**src/rtl/uart_im_loader.sv**
```systemverilog
// Serial instruction-memory loader: 8N1 receiver plus a packet parser that writes
// little-endian words to IM and releases the CPU once the image checksum matches.
module uart_im_loader #(
  parameter int unsigned CLK_HZ = 50000000,
  parameter int unsigned BAUD   = 115200,
  parameter int unsigned ADDR_W = 10,
  parameter logic [7:0]  SYNC   = 8'hA5
) (
  input  logic              Clock,
  input  logic              Reset,
  input  logic              RxD,
  output logic              imWe,
  output logic [ADDR_W-1:0] imAddr,
  output logic [31:0]       imData,
  output logic              cpuHold,
  output logic              loadDone,
  output logic              loadError
);

  localparam int unsigned DIVISOR   = CLK_HZ / BAUD;
  localparam int unsigned HALF      = DIVISOR / 2;
  localparam int unsigned CNT_W     = $clog2(DIVISOR + 1);
  localparam int unsigned N_W       = ADDR_W + 1;
  localparam int unsigned MAX_WORDS = 2 ** ADDR_W;

  typedef enum logic [1:0] {RX_IDLE, RX_START, RX_DATA, RX_STOP} rx_state_t;
  typedef enum logic [2:0] {P_IDLE, P_CNT0, P_CNT1, P_DATA, P_CSUM, P_DONE, P_ERROR} p_state_t;

  // Receiver registers
  logic             r_rx_meta, r_rx_sync, r_rx_prev;
  rx_state_t        r_rx_state, w_rx_state_nxt;
  logic [CNT_W-1:0] r_rx_cnt, w_rx_cnt_nxt;
  logic [2:0]       r_rx_bit, w_rx_bit_nxt;
  logic [7:0]       r_rx_shift, w_rx_shift_nxt;
  logic             r_rx_strobe, w_rx_strobe_nxt;
  logic             r_frame_err, w_frame_err_nxt;

  // Parser registers
  p_state_t          r_p_state, w_p_state_nxt;
  logic [7:0]        r_cnt_lo, w_cnt_lo_nxt;
  logic [N_W-1:0]    r_n, w_n_nxt;
  logic [N_W-1:0]    r_word_idx, w_word_idx_nxt;
  logic [1:0]        r_byte_idx, w_byte_idx_nxt;
  logic [23:0]       r_word, w_word_nxt;
  logic [7:0]        r_csum, w_csum_nxt;
  logic              r_im_we, w_im_we_nxt;
  logic [ADDR_W-1:0] r_im_addr, w_im_addr_nxt;
  logic [31:0]       r_im_data, w_im_data_nxt;
  logic              r_cpu_hold, w_cpu_hold_nxt;
  logic              r_load_done, w_load_done_nxt;
  logic              r_load_error, w_load_error_nxt;

  logic [15:0]       w_n_raw;
  logic [N_W-1:0]    w_written;

  assign imWe      = r_im_we;
  assign imAddr    = r_im_addr;
  assign imData    = r_im_data;
  assign cpuHold   = r_cpu_hold;
  assign loadDone  = r_load_done;
  assign loadError = r_load_error;

  // Synchronizer, edge history and receiver state
  always_ff @(posedge Clock) begin
    if (Reset) begin
      r_rx_meta   <= 1'b1;
      r_rx_sync   <= 1'b1;
      r_rx_prev   <= 1'b1;
      r_rx_state  <= RX_IDLE;
      r_rx_cnt    <= '0;
      r_rx_bit    <= '0;
      r_rx_shift  <= '0;
      r_rx_strobe <= 1'b0;
      r_frame_err <= 1'b0;
    end else begin
      r_rx_meta   <= RxD;
      r_rx_sync   <= r_rx_meta;
      r_rx_prev   <= r_rx_sync;
      r_rx_state  <= w_rx_state_nxt;
      r_rx_cnt    <= w_rx_cnt_nxt;
      r_rx_bit    <= w_rx_bit_nxt;
      r_rx_shift  <= w_rx_shift_nxt;
      r_rx_strobe <= w_rx_strobe_nxt;
      r_frame_err <= w_frame_err_nxt;
    end
  end

  // Receiver next state: mid-bit sampling, start re-check rejects glitches
  always_comb begin
    w_rx_state_nxt  = r_rx_state;
    w_rx_cnt_nxt    = r_rx_cnt + CNT_W'(1);
    w_rx_bit_nxt    = r_rx_bit;
    w_rx_shift_nxt  = r_rx_shift;
    w_rx_strobe_nxt = 1'b0;
    w_frame_err_nxt = 1'b0;
    case (r_rx_state)
      RX_IDLE: begin
        w_rx_cnt_nxt = '0;
        if (r_rx_prev && !r_rx_sync) w_rx_state_nxt = RX_START;
      end
      RX_START: begin
        if (r_rx_cnt == CNT_W'(HALF - 1)) begin
          w_rx_cnt_nxt   = '0;
          w_rx_bit_nxt   = '0;
          w_rx_state_nxt = r_rx_sync ? RX_IDLE : RX_DATA;
        end
      end
      RX_DATA: begin
        if (r_rx_cnt == CNT_W'(DIVISOR - 1)) begin
          w_rx_cnt_nxt   = '0;
          w_rx_shift_nxt = {r_rx_sync, r_rx_shift[7:1]};
          w_rx_bit_nxt   = r_rx_bit + 3'd1;
          if (r_rx_bit == 3'd7) w_rx_state_nxt = RX_STOP;
        end
      end
      RX_STOP: begin
        if (r_rx_cnt == CNT_W'(DIVISOR - 1)) begin
          w_rx_cnt_nxt    = '0;
          w_rx_state_nxt  = RX_IDLE;
          w_rx_strobe_nxt = r_rx_sync;
          w_frame_err_nxt = !r_rx_sync;
        end
      end
      default: w_rx_state_nxt = RX_IDLE;
    endcase
  end

  // Parser state and IM write port
  always_ff @(posedge Clock) begin
    if (Reset) begin
      r_p_state    <= P_IDLE;
      r_cnt_lo     <= '0;
      r_n          <= '0;
      r_word_idx   <= '0;
      r_byte_idx   <= '0;
      r_word       <= '0;
      r_csum       <= '0;
      r_im_we      <= 1'b0;
      r_im_addr    <= '0;
      r_im_data    <= '0;
      r_cpu_hold   <= 1'b1;
      r_load_done  <= 1'b0;
      r_load_error <= 1'b0;
    end else begin
      r_p_state    <= w_p_state_nxt;
      r_cnt_lo     <= w_cnt_lo_nxt;
      r_n          <= w_n_nxt;
      r_word_idx   <= w_word_idx_nxt;
      r_byte_idx   <= w_byte_idx_nxt;
      r_word       <= w_word_nxt;
      r_csum       <= w_csum_nxt;
      r_im_we      <= w_im_we_nxt;
      r_im_addr    <= w_im_addr_nxt;
      r_im_data    <= w_im_data_nxt;
      r_cpu_hold   <= w_cpu_hold_nxt;
      r_load_done  <= w_load_done_nxt;
      r_load_error <= w_load_error_nxt;
    end
  end

  assign w_n_raw   = {r_rx_shift, r_cnt_lo};
  assign w_written = r_word_idx + N_W'(1);

  // Parser next state; a framing error mid-packet aborts to ERROR
  always_comb begin
    w_p_state_nxt    = r_p_state;
    w_cnt_lo_nxt     = r_cnt_lo;
    w_n_nxt          = r_n;
    w_word_idx_nxt   = r_word_idx;
    w_byte_idx_nxt   = r_byte_idx;
    w_word_nxt       = r_word;
    w_csum_nxt       = r_csum;
    w_im_we_nxt      = 1'b0;
    w_im_addr_nxt    = r_im_addr;
    w_im_data_nxt    = r_im_data;
    w_cpu_hold_nxt   = r_cpu_hold;
    w_load_done_nxt  = r_load_done;
    w_load_error_nxt = r_load_error;
    case (r_p_state)
      P_IDLE, P_ERROR: begin
        if (r_rx_strobe && r_rx_shift == SYNC) begin
          w_p_state_nxt    = P_CNT0;
          w_load_error_nxt = 1'b0;
          w_csum_nxt       = '0;
          w_im_addr_nxt    = '0;
        end
      end
      P_CNT0: begin
        if (r_rx_strobe) begin
          w_cnt_lo_nxt  = r_rx_shift;
          w_p_state_nxt = P_CNT1;
        end
      end
      P_CNT1: begin
        if (r_rx_strobe) begin
          if (w_n_raw == 16'd0 || 32'(w_n_raw) > MAX_WORDS) begin
            w_p_state_nxt    = P_ERROR;
            w_load_error_nxt = 1'b1;
          end else begin
            w_n_nxt        = N_W'(w_n_raw);
            w_word_idx_nxt = '0;
            w_byte_idx_nxt = '0;
            w_p_state_nxt  = P_DATA;
          end
        end
      end
      P_DATA: begin
        if (r_im_we) begin
          w_im_addr_nxt  = r_im_addr + ADDR_W'(1);
          w_word_idx_nxt = w_written;
          if (w_written == r_n) w_p_state_nxt = P_CSUM;
        end
        if (r_rx_strobe) begin
          w_csum_nxt     = r_csum ^ r_rx_shift;
          w_byte_idx_nxt = r_byte_idx + 2'd1;
          case (r_byte_idx)
            2'd0: w_word_nxt[7:0]   = r_rx_shift;
            2'd1: w_word_nxt[15:8]  = r_rx_shift;
            2'd2: w_word_nxt[23:16] = r_rx_shift;
            default: begin
              w_im_data_nxt = {r_rx_shift, r_word};
              w_im_we_nxt   = 1'b1;
            end
          endcase
        end
      end
      P_CSUM: begin
        if (r_rx_strobe) begin
          if (r_rx_shift == r_csum) begin
            w_p_state_nxt   = P_DONE;
            w_load_done_nxt = 1'b1;
            w_cpu_hold_nxt  = 1'b0;
          end else begin
            w_p_state_nxt    = P_ERROR;
            w_load_error_nxt = 1'b1;
          end
        end
      end
      default: ;
    endcase
    if (r_frame_err && (r_p_state == P_CNT0 || r_p_state == P_CNT1 ||
                        r_p_state == P_DATA || r_p_state == P_CSUM)) begin
      w_p_state_nxt    = P_ERROR;
      w_load_error_nxt = 1'b1;
      w_im_we_nxt      = 1'b0;
    end
  end

endmodule

```
**config.mk**
```make
export PLATFORM = sky130hd
export DESIGN_NAME = uart_im_loader
export DESIGN_NICKNAME = d
export VERILOG_FILES = /design/src/rtl/uart_im_loader.sv
export SDC_FILE = /design/constraint.sdc
export NUM_CORES = 1
export LEC_CHECK = 0
export CAP_MARGIN = 15
export CORE_ASPECT_RATIO = 0.9
export CORE_MARGIN = 8
export CORE_UTILIZATION = 55
export CTS_CLUSTER_SIZE = 40
export DETAILED_ROUTE_END_ITERATION = 12
export DONT_BUFFER_PORTS = 1
export HOLD_SLACK_MARGIN = 0.02
export PLACE_DENSITY_LB_ADDON = 0.12
export REMOVE_ABC_BUFFERS = 1
export SYNTH_ARGS = -nofsm -noshare
export SYNTH_HDL_FRONTEND = slang
export SYNTH_SLANG_ARGS = --single-unit
```
**constraint.sdc**
```tcl
create_clock -name Clock -period 2.39 [get_ports Clock]
set_input_delay 0.3585 -clock Clock [delete_from_list [all_inputs] [get_ports Clock]]
set_output_delay 0.3585 -clock Clock [all_outputs]
set_load 0.01 [all_outputs]
```
==> results of run 1 <==
Yosys cell counts (all sizes together) (2+ instances only):
library cell,count
nand3,41
xnor2,18
a22oi,5
nand4,13
or3,4
a211oi,2
o21a,2
nor2,63
nor4,7
dfxtp,140
xor2,16
nand2,154
inv,15
nand3b,9
o21ai,23
a21o,3
and4,3
or4,3
o211a,3
o31ai,3
and3,11
mux2,3
nor2b,3
nor3,13
clkbuf,46
o211ai,2
and2,4
a41oi,2
nand2b,9
a311oi,7
a31oi,7
o22ai,2
buf,14
a21oi,100
mux2i,12
ha,11
or2,3
through the flow:
stage	TNS, ps	setup WS [ps]
6_report	0	157
5_1_grt	-4.49	-4.49
4_1_cts	0	129
3_5_place_dp	0	139
3_3_place_gp	0	200
2_1_floorplan	-66160	-1330
layout make-up:
| cell class | instances | area [um2] | area share (%) |
|---|---|---|---|
| Tap cell | 156 | 195 | 2.73 |
| Sequential cell | 140 | 2800 | 39.2 |
| Inverter | 15 | 56.3 | 0.787 |
| Clock buffer | 18 | 439 | 6.14 |
| Multi-Input combinational cell | 578 | 3230 | 45.2 |
| Timing Repair Buffer | 24 | 193 | 2.69 |
| Clock inverter | 14 | 235 | 3.29 |
layer usage:
metal	global-route usage (%)	vias to the layer above	wire length, um
li1	-	2692	-
met1	25.0	2575	6650
met2	31.1	141	6960
met3	5.89	21	839
met4	6.68	0	206
met5	0	-	0
flip-flops by register name, summed over array words and instances, names as in the netlist, 2 cells and up, named ones only:
| signal | cells |
|---|---|
| r_word | 24 |
| r_byte_idx | 2 |
| imData | 32 |
| r_rx_cnt | 9 |
| r_rx_bit | 3 |
| r_n | 11 |
| r_word_idx | 11 |
| r_cnt_lo | 8 |
| r_p_state | 3 |
| imAddr | 10 |
| r_csum | 8 |
| r_rx_shift | 8 |
where the power goes:
group	internal (uW)	switching, uW	leakage [uW]
sequential	2350	36.1	0.00113
combinational	70.7	96.2	0.00107
clock	1990	1010	0.000335
total	4410	1140	0.00253
placed cells by master, fill, tap and decap left out, types with 3 or more instances in the layout:
| cell | synthesis | layout |
|---|---|---|
| sky130_fd_sc_hd__a21o_1 | 3 | 3 |
| sky130_fd_sc_hd__buf_4 | 0 | 23 |
| sky130_fd_sc_hd__inv_1 | 15 | 15 |
| sky130_fd_sc_hd__or2_2 | 3 | 3 |
| sky130_fd_sc_hd__nand3_1 | 41 | 41 |
| sky130_fd_sc_hd__nand3b_1 | 9 | 9 |
| sky130_fd_sc_hd__nor3_1 | 12 | 12 |
| sky130_fd_sc_hd__and4_1 | 3 | 3 |
| sky130_fd_sc_hd__nor4_1 | 7 | 7 |
| sky130_fd_sc_hd__bufinv_16 | 0 | 6 |
| sky130_fd_sc_hd__mux2i_1 | 12 | 12 |
| sky130_fd_sc_hd__nor2b_1 | 3 | 3 |
| sky130_fd_sc_hd__a311oi_1 | 7 | 7 |
| sky130_fd_sc_hd__or3_1 | 4 | 4 |
| sky130_fd_sc_hd__o211a_1 | 3 | 3 |
| sky130_fd_sc_hd__clkinv_2 | 0 | 4 |
| sky130_fd_sc_hd__dfxtp_1 | 140 | 140 |
| sky130_fd_sc_hd__nand4_1 | 12 | 12 |
| sky130_fd_sc_hd__a21oi_1 | 100 | 100 |
| sky130_fd_sc_hd__mux2_2 | 3 | 3 |
| sky130_fd_sc_hd__nor2_1 | 63 | 62 |
| sky130_fd_sc_hd__and3_1 | 11 | 10 |
| sky130_fd_sc_hd__nand2_1 | 154 | 154 |
| sky130_fd_sc_hd__xor2_1 | 16 | 16 |
| sky130_fd_sc_hd__and2_1 | 4 | 4 |
| sky130_fd_sc_hd__xnor2_1 | 18 | 18 |
| sky130_fd_sc_hd__clkbuf_16 | 0 | 17 |
| sky130_fd_sc_hd__o21ai_0 | 23 | 23 |
| sky130_fd_sc_hd__ha_1 | 11 | 10 |
| sky130_fd_sc_hd__inv_6 | 0 | 4 |
| sky130_fd_sc_hd__a31oi_1 | 7 | 7 |
| sky130_fd_sc_hd__nand2b_1 | 9 | 9 |
| sky130_fd_sc_hd__a22oi_1 | 5 | 5 |
critical path: cells and delay by family, from the launching register on:
kind,cells,cell delay [ps]
compound gates,2,430
flops,1,460
simple gates,4,920
fa+ha+maj,1,330
logic make-up after synthesis:
logic type | share of synthesized area [%]
and+or+nand+nor | 25.3
AOI/OAI and AO/OA | 16.3
DFF | 44.3
buffers and inverters | 4.73
xor gates and xnor gates | 4.71
muxes | 2.43
adders and majority gates | 2.18
worst paths after layout:
kind	startpoint	endpoint	slack (ps)
worst max-delay path	r_word_idx[0]	r_p_state[2]	160
worst max register to register	r_word_idx[0]	r_p_state[2]	160
worst min-delay path	RxD	r_rx_meta	50
worst min register to register	r_rx_meta	r_rx_sync	430
timing repair:
| item | in CTS | in global routing |
|---|---|---|
| gates resized for setup | 0 | 3 |
| buffers inserted | 0 | 0 |
| endpoints found under the setup margin | 0 | 7 |
==> results.env, run 1 <==
NUM-FILL-CELLS=994
FINALCRITPERIODSHARE_PCT=93.4
GP_CONGESTION=0.896
DESIGN.CORE.AREA_UM2=11300
NUMPLACEDINSTANCES=913
FLOORPLAN.ROWS=37
FLOORPLAN.IO_PINS=49
WORST_PATH_MAX_DELAY_CELL='sky130_fd_sc_hd__dfxtp_1'
DIE_H_UM=118
SETUP.WORST_PATH.START_CLASS='register'
DIE_AREA_UM2=15200
CRITPATHKIND='register to register'
GLOBALROUTEOVERFLOWTOTAL=0
SYNTH_TOP_AREA_SHARE_PCT=44.3
POST-ROUTE-UTIL_PCT=63.1
SYNTH-MAIN-FF-CELL='sky130_fd_sc_hd__dfxtp_1'
ASYNC_RESET_FF_SHARE_PCT=0
MAPPEDNETLISTAREA_UM2=6320
INITIAL_UTILIZATION_PCT=55.7
SLEW_VIOL_FINAL=0
PEAKVDDDROP_V=0.000666
OUTCOME='completed'
POST_CTS_HOLD_BUFFER_COUNT=0
CTS_BUFFERS=17
MIN_PATH_CELLS=1
VIAS=5429
ROUTED_WIRELENGTH_MM=14.7
HOLD_SLACK_PS=50.1
CLOCK-SKEW-FINAL_PS=6.29
NUM-NETS-FINAL=790
ITERATION_0_DRC_MARKERS=522
TIMING.FINAL.SETUP_VIOLATIONS=0
DRT-PASS1-ITER-COUNT=5
CTS_BUFFER_DEPTH=2
FLOORPLAN.DIE.WIDTH_UM=129
CTSROOTBUFFERMASTER='sky130_fd_sc_hd__clkbuf_16'
SYNTH_LARGEST_AREA_CELL='sky130_fd_sc_hd__dfxtp_1'
SYNTH.AVG_CELL_AREA_UM2=7.97
FINAL_CELL_AREA_UM2=7150
DRC_ERRORS=0
SLEW-LIMIT-HEADROOM_PCT=64.4
FINAL_INSTANCE_COUNT_EXCL_FILLERS=945
HP-CLASS='input port to register'
FMAX_GHz=0.448
HOLD_VIOL=0
ROUTEDWLPERCELL_UM=15.5
DP_HPWL_MM=9.72
VIA_PER_INST=5.74
HTREE_NUM_LEVELS=4
MAX_STAGE_DELAY_PS=460
GRT_ANTENNA_BEFORE_REPAIR=0
SYNTH.TOP_CELLS.BY_AREA='sky130_fd_sc_hd__dfxtp_1, sky130_fd_sc_hd__nand2_1, sky130_fd_sc_hd__a21oi_1, sky130_fd_sc_hd__nor2_1, sky130_fd_sc_hd__nand3_1'
GRT_FIRST_PASS_WIRELENGTH_MM=24.6
YS.WARNINGS.COUNT=0
SYNTH_CELLS=793
TIMING.FINAL.CRIT_PERIOD_PS=2230
CRITICAL_PATH.CELL_CHAIN='ha_2 > nand4_1 > or3_1 > and3_1 > nor4_1 > o22ai_2 > o31ai_2'
CRITPATHREQUIREDTIME_PS=2720
NUM_ANTENNA_CELLS=0
CRITICAL_PATH_FANOUT_MAX=9
EDFF_COUNT_SYNTH=0
TIMING_WORST_SLEW_PIN_VALUE_PS=530
DRV.MAX_CAP_VIOLATION_COUNT=0
POWER.LEAKAGE_uW=0.00253
DRIVE_ABOVE_1_SHARE_PCT=9.13
CLK_LATENCY_PS=410
GRT_UTIL_ALL_LAYERS_PCT=19.7
WORST_SETUP_HOLD_PATH_CLK_SLEW_PS=60
SYN_TO_FINAL_GROWTH_PCT=13.2
DETAIL-ROUTE-ANTENNA-NETS=0
P_TOTAL_uW=5550
PORT_BUFFERS=0
GRT_START_MAX_NET_PINS=126
CTS_NUM_SINKS=140
YS_FF_LATCH=140
TRITONCTS='yes'
SYNTH_CELL_TYPES=61
SEQ_AREA_FRAC_SYNTH_PCT=44.3
GRT_PASS1_VIAS=5138
CRITICAL_PATH.ENDPOINT_TYPE='register'
DPL_CELL_AREA_UM2=6470
CELLPOWERDENSITY_nW_PER_UM2=775
ARR_TIME_CRIT_PATH_PS=2560
WORST_R2R_PATH_DEPTH=7
No activity file was read; power rests on OpenSTA's default activity.
==> run 2: changes to the inputs <==
==> constraint.sdc (replaced) <==
create_clock -name Clock -period 2.2 [get_ports Clock]
set_input_delay 0.33 -clock Clock [delete_from_list [all_inputs] [get_ports Clock]]
set_output_delay 0.33 -clock Clock [all_outputs]
set_load 0.005 [all_outputs]
==> run 2 against run 1 <==
- worst hold slack worse by 42 ps
- setup slack got worse by 51 ps
- largest power group unchanged
- clock skew about the same
- sequential power up 8%
- critical endpoint is now cpuHold
- final cell count grew 2.5%
- register-to-register slack worse by 50 ps
==> results.env, run 2 (synthesized netlist as in run 1, its figures left out) <==
OUTCOME='completed'
DRT-PASS1-ITER-COUNT=5
ITERATION_0_DRC_MARKERS=553
HP-CLASS='input port to register'
GP_CONGESTION=0.860
TRITONCTS='yes'
ROUTED_WIRELENGTH_MM=14.9
GRT_UTIL_ALL_LAYERS_PCT=20.2
PEAKVDDDROP_V=0.000691
CTS_BUFFER_DEPTH=2
TIMING.FINAL.CRIT_PERIOD_PS=2090
CRITICAL_PATH.ENDPOINT_TYPE='register'
HTREE_NUM_LEVELS=4
DIE_H_UM=118
CRITPATHKIND='register to register'
CTS_BUFFERS=17
POST-ROUTE-UTIL_PCT=64.9
CRITPATHREQUIREDTIME_PS=2500
TIMING.FINAL.SETUP_VIOLATIONS=0
POST_CTS_HOLD_BUFFER_COUNT=13
VIA_PER_INST=5.68
DP_HPWL_MM=9.80
GRT_FIRST_PASS_WIRELENGTH_MM=25.2
FLOORPLAN.ROWS=37
UNREPAIRED_SETUP_ENDPOINTS_AFTER_GLOBAL_ROUTING='yes'
DETAIL-ROUTE-ANTENNA-NETS=0
ARR_TIME_CRIT_PATH_PS=2400
DRC_ERRORS=0
CLOCK-SKEW-FINAL_PS=6.77
FOOTPRINT_OF_THE_MULTI_INPUT_GATES_UM2=3270
DIE_AREA_UM2=15200
ROUTEDWLPERCELL_UM=15.4
CTSROOTBUFFERMASTER='sky130_fd_sc_hd__clkbuf_16'
MOST_FREQUENT_STANDARD_CELL_IN_THE_LAYOUT_EXCLUDING_FILL_AND_TAP_CELLS='sky130_fd_sc_hd__nand2_1'
GRT_START_MAX_NET_PINS=126
GRT_ANTENNA_BEFORE_REPAIR=0
DRV.MAX_CAP_VIOLATION_COUNT=0
POWER.LEAKAGE_uW=0.00264
SLEW_VIOL_FINAL=0
FINALCRITPERIODSHARE_PCT=95.2
GRT_PASS1_VIAS=5211
VIAS=5500
FMAX_GHz=0.477
SEQCELLAREA_UM2=2800
CELLPOWERDENSITY_nW_PER_UM2=773
CTS_NUM_SINKS=140
SYN_TO_FINAL_GROWTH_PCT=16.4
NUM_ANTENNA_CELLS=0
CTS.REPAIR_TIMING.SETUP_BUFFER_COUNT=0
COMMONEST_CELLS_AFTER_ROUTING_FILL_AND_TAPS_ASIDE='sky130_fd_sc_hd__nand2_1, sky130_fd_sc_hd__dfxtp_1, sky130_fd_sc_hd__a21oi_1'
NUM-NETS-FINAL=815
LARGEST_REGISTER_FF_COUNT=32
HOLD_VIOL=0
P_TOTAL_uW=5690
INITIAL_UTILIZATION_PCT=55.7
CRITICAL_PATH_FANOUT_MAX=12
FLOORPLAN.IO_PINS=49
NUM-FILL-CELLS=1000
DESIGN.CORE.AREA_UM2=11300
REG2REG_SLACK_PS=110
FLOORPLAN.DIE.WIDTH_UM=129
WORST_SETUP_HOLD_PATH_CLK_SLEW_PS=60
TIMING_WORST_SLEW_PIN_VALUE_PS=518
SETUP.WORST_PATH.START_CLASS='register'
GLOBALROUTEOVERFLOWTOTAL=0
CLK_LATENCY_PS=420
DRIVE_ABOVE_1_SHARE_PCT=10.7
PORT_BUFFERS=0
SLEW-LIMIT-HEADROOM_PCT=65.2
[run 2: changes by cell type in the layout (fill, tap and decap cells not counted), sizes merged]
| cell | previous run | this run |
|---|---|---|
| clkbuf | 18 | 21 |
| clkinvlp | 0 | 1 |
| dlygate4sd3 | 0 | 13 |
| inv | 19 | 17 |
| bufinv | 6 | 3 |
| buf | 24 | 36 |
[run 2: worst paths after layout]
path | endpoint | from | cells past startpoint
setup / recovery | cpuHold | r_p_state[2] | 5
hold / removal | r_word_idx[9] | Reset | 1
setup reg to reg | cpuHold | r_p_state[2] | 5
hold reg to reg | r_rx_sync | r_rx_meta | 1
[run 2: stage by stage]
step                      setup TNS [ps]  instances  hold WS [ps]  setup WS (ps)  cell area, um2
after floorplan                   -79410        733           389          -1520            6080
after global placement                 0        925           392           21.3            6580
after detailed placement           -3.64        925           395          -3.64            6580
after CTS                              0        969         -21.7           8.27            7320
after global routing               -6.93        969         -14.7          -3.39            7360
final                                  0        969          8.52            105            7360
[run 2: where the power goes]
group	switching (uW)	total [uW]	internal [uW]
Clock	1070	2910	1840
Sequential	29.0	2580	2550
Combinational	120	201	80.3
[run 2: timing repair]
item	CTS	global route
gates resized for setup	1	10
hold endpoints to repair	116	20
pin swaps	0	0
endpoints found under the setup margin	1	20
[run 2: critical path, stage by stage (launching register included)]
cell and delay (ps):
sky130_fd_sc_hd__dfxtp_1 540, sky130_fd_sc_hd__nand2b_1 250, sky130_fd_sc_hd__nor2_1 290, sky130_fd_sc_hd__nand3_1 150
sky130_fd_sc_hd__a21o_1 190, sky130_fd_sc_hd__dlygate4sd3_1 550
[run 2: final cells by class]
class	instances	area share [%]
multi-input combinational	578	44.4
tap	156	2.65
clock buffer	21	6.26
clock inverter	10	1.89
inverter	15	0.765
sequential	140	38.1
timing repair buffer	49	5.95
[run 2: layer usage]
layer,wire [um],vias up,GRT usage [%]
met1,6950,2631,25.8
met4,201,0,7.92
met3,727,18,5.30
li1,-,2746,-
met5,0,-,0
met2,7020,105,31.8
==> run 3: changes to the inputs <==
REMOVE_ABC_BUFFERS = unset   (was 1)
==> run 3 against run 2 <==
- the run now ends with negative hold slack left
- first-iteration DRC count is 14% lower
- largest power group unchanged
- clock power down 3%
- clock skew about the same
- combinational power decreased by 5%
- register-to-register slack about the same
- critical path depth is 1 higher
==> results.env, run 3 (synthesized netlist as in run 1, its figures left out) <==
DP_HPWL_MM=9.94
CELLPOWERDENSITY_nW_PER_UM2=759
FINAL_INSTANCE_COUNT_EXCL_FILLERS=971
FLOORPLAN.IO_PINS=49
CP.BUFFERS_INVERTERS=0
GRT_START_MAX_NET_PINS=126
CRITPATHKIND='register to register'
DRV.MAX_CAP_VIOLATION_COUNT=0
CRITPATHREQUIREDTIME_PS=2530
GRT_FIRST_PASS_WIRELENGTH_MM=24.8
SYN_TO_FINAL_GROWTH_PCT=16.4
DRT-PASS1-ITER-COUNT=5
MOST_FREQUENT_STANDARD_CELL_IN_THE_LAYOUT_EXCLUDING_FILL_AND_TAP_CELLS='sky130_fd_sc_hd__nand2_1'
CRITICAL_PATH.REG2REG.STARTPOINT='r_rx_shift[3]'
INITIAL_UTILIZATION_PCT=55.7
GLOBALROUTEOVERFLOWTOTAL=0
CLOCK-SKEW-FINAL_PS=7.14
HOLD_VIOL=7
GRT_UTIL_ALL_LAYERS_PCT=19.9
VIA_PER_INST=5.71
MAX_STAGE_DELAY_PS=560
NUMPLACEDINSTANCES=924
CTS_BUFFERS=17
CRITICAL_PATH_FANOUT_MAX=5
LARGEST_REGISTER_FF_COUNT=32
NUM-FILL-CELLS=982
TIMING_WORST_SLEW_PIN_VALUE_PS=577
NUM_ANTENNA_CELLS=0
DIE_AREA_UM2=15200
END_POINT_OF_THE_MOST_CRITICAL_HOLD_PATH='r_word[17]'
SLEW-LIMIT-HEADROOM_PCT=61.3
FMAX_GHz=0.476
CLK_LATENCY_PS=420
DESIGN.CORE.AREA_UM2=11300
MIN_PATH_CELLS=1
CRITICAL_PATH.TOP_DELAY_FAMILY='simple AND/OR/NAND/NOR gates'
TIMING.FINAL.SETUP_VIOLATIONS=0
UNREPAIRED_SETUP_ENDPOINTS_AFTER_GLOBAL_ROUTING='yes'
GRT_ANTENNA_BEFORE_REPAIR=0
POST-ROUTE-UTIL_PCT=64.9
ITERATION_0_DRC_MARKERS=478
DRIVE_ABOVE_1_SHARE_PCT=10.9
GP_CONGESTION=0.845
HOLD_SLACK_PS=-7.43
P_TOTAL_uW=5590
PEAKVDDDROP_V=0.000552
ROUTED_WIRELENGTH_MM=14.9
HP-CLASS='input port to register'
PLACE_WS_PS=-14.2
MIN_FROM='Reset'
FINALCRITPERIODSHARE_PCT=95.6
CTS_NUM_SINKS=140
TIMING.FINAL.CRIT_PERIOD_PS=2100
TRITONCTS='yes'
FLOORPLAN.DIE.WIDTH_UM=129
POST_SYNTHESIS_NET_COUNT=807
CTSROOTBUFFERMASTER='sky130_fd_sc_hd__clkbuf_16'
CRITICAL_PATH.ENDPOINT_TYPE='register'
REG2REG_SLACK_PS=100
CRITICAL_PATH.CELL_CHAIN='or4_4 > o2111ai_2 > nand4_1 > nor4_2 > o22ai_2 > o31ai_2'
CRITICAL_PATH_DEPTH=6
FLOORPLAN.ROWS=37
OUTCOME='complete, but fails checks'
WORST_R2R_PATH_DEPTH=6
VIOLATIONS='negative hold slack'
POWER.LEAKAGE_uW=0.00263
COMMONEST_CELLS_AFTER_ROUTING_FILL_AND_TAPS_ASIDE='sky130_fd_sc_hd__nand2_1, sky130_fd_sc_hd__dfxtp_1, sky130_fd_sc_hd__a21oi_1'
SETUP.WORST_PATH.START_CLASS='register'
ROUTEDWLPERCELL_UM=15.3
DRC_ERRORS=0
DETAIL-ROUTE-ANTENNA-NETS=0
WORST_SETUP_HOLD_PATH_CLK_SLEW_PS=60
NUM-NETS-FINAL=816
CTS_BUFFER_DEPTH=2
DIE_H_UM=118
ARR_TIME_CRIT_PATH_PS=2430
PORT_BUFFERS=0
HTREE_NUM_LEVELS=4
FINALWORSTSETUPSLACK_PS=97.1
GRT_PASS1_VIAS=5134
ENDPOINT_OF_THE_LOWEST_SLACK_REGISTER_TO_REGISTER_PATH='r_p_state[2]'
SLEW_VIOL_FINAL=0
VIAS=5543
WORST_PATH_MAX_DELAY_CELL='sky130_fd_sc_hd__or4_4'
run 3: worst max path at each step:
stage	from	to	slack [ps]
2_1_floorplan	r_word_idx[0]	r_p_state[2]	80
3_3_place_gp	r_word_idx[1]	r_p_state[0]	120
3_5_place_dp	r_word_idx[1]	r_p_state[1]	-10
4_1_cts	r_word_idx[1]	r_p_state[2]	8
5_1_grt	r_rx_shift[3]	r_p_state[2]	-10
6_report	r_rx_shift[3]	r_p_state[2]	100
run 3: timing repair:
item | 4_1_cts | 5_1_grt
hold endpoints to repair | 115 | 103
endpoints found under the setup margin | 1 | 26
hold buffers | 13 | 2
pin swaps | 0 | 0
setup buffers | 0 | 0
resized for setup | 1 | 12
run 3: per-stage QoR:
| step | TNS, ps | area [um2] |
|---|---|---|
| global placement | 0 | 6560 |
| CTS | 0 | 7280 |
| detailed placement | -14.2 | 6560 |
| global route | -10.6 | 7360 |
| floorplan | 0 | 6320 |
| finish | 0 | 7360 |
run 3: worst register-to-register path, stage by stage (launching register included):
cell                        delay, ps
sky130_fd_sc_hd__dfxtp_1          350
sky130_fd_sc_hd__or4_4            570
sky130_fd_sc_hd__o2111ai_2        230
sky130_fd_sc_hd__nand4_1          120
sky130_fd_sc_hd__nor4_2           320
sky130_fd_sc_hd__o22ai_2          160
sky130_fd_sc_hd__o31ai_2          270
run 3: cell type report:
type | count | area (um2) | share of cell area [%]
sequential | 140 | 2800 | 38.1
clock inverter | 12 | 138 | 1.87
clock buffer | 20 | 447 | 6.07
inverter | 15 | 56.3 | 0.765
tap | 156 | 195 | 2.65
timing repair buffer | 50 | 438 | 5.95
multi-input combinational | 578 | 3280 | 44.6
run 3: metal layers:
| metal | track usage, % | vias to the layer above | share of wire (%) |
|---|---|---|---|
| met3 | 5.84 | 15 | 5.9 |
| met5 | 0 | - | 0 |
| met2 | 31.4 | 135 | 47 |
| met1 | 25.4 | 2636 | 46 |
| met4 | 6.16 | 0 | 1.0 |
| li1 | - | 2757 | - |
run 3: report_power, final:
group          leakage (uW)  switching, uW  internal, uW
Clock              0.000275           1100          1710
Combinational       0.00122            109          82.0
Sequential          0.00113           38.1          2550
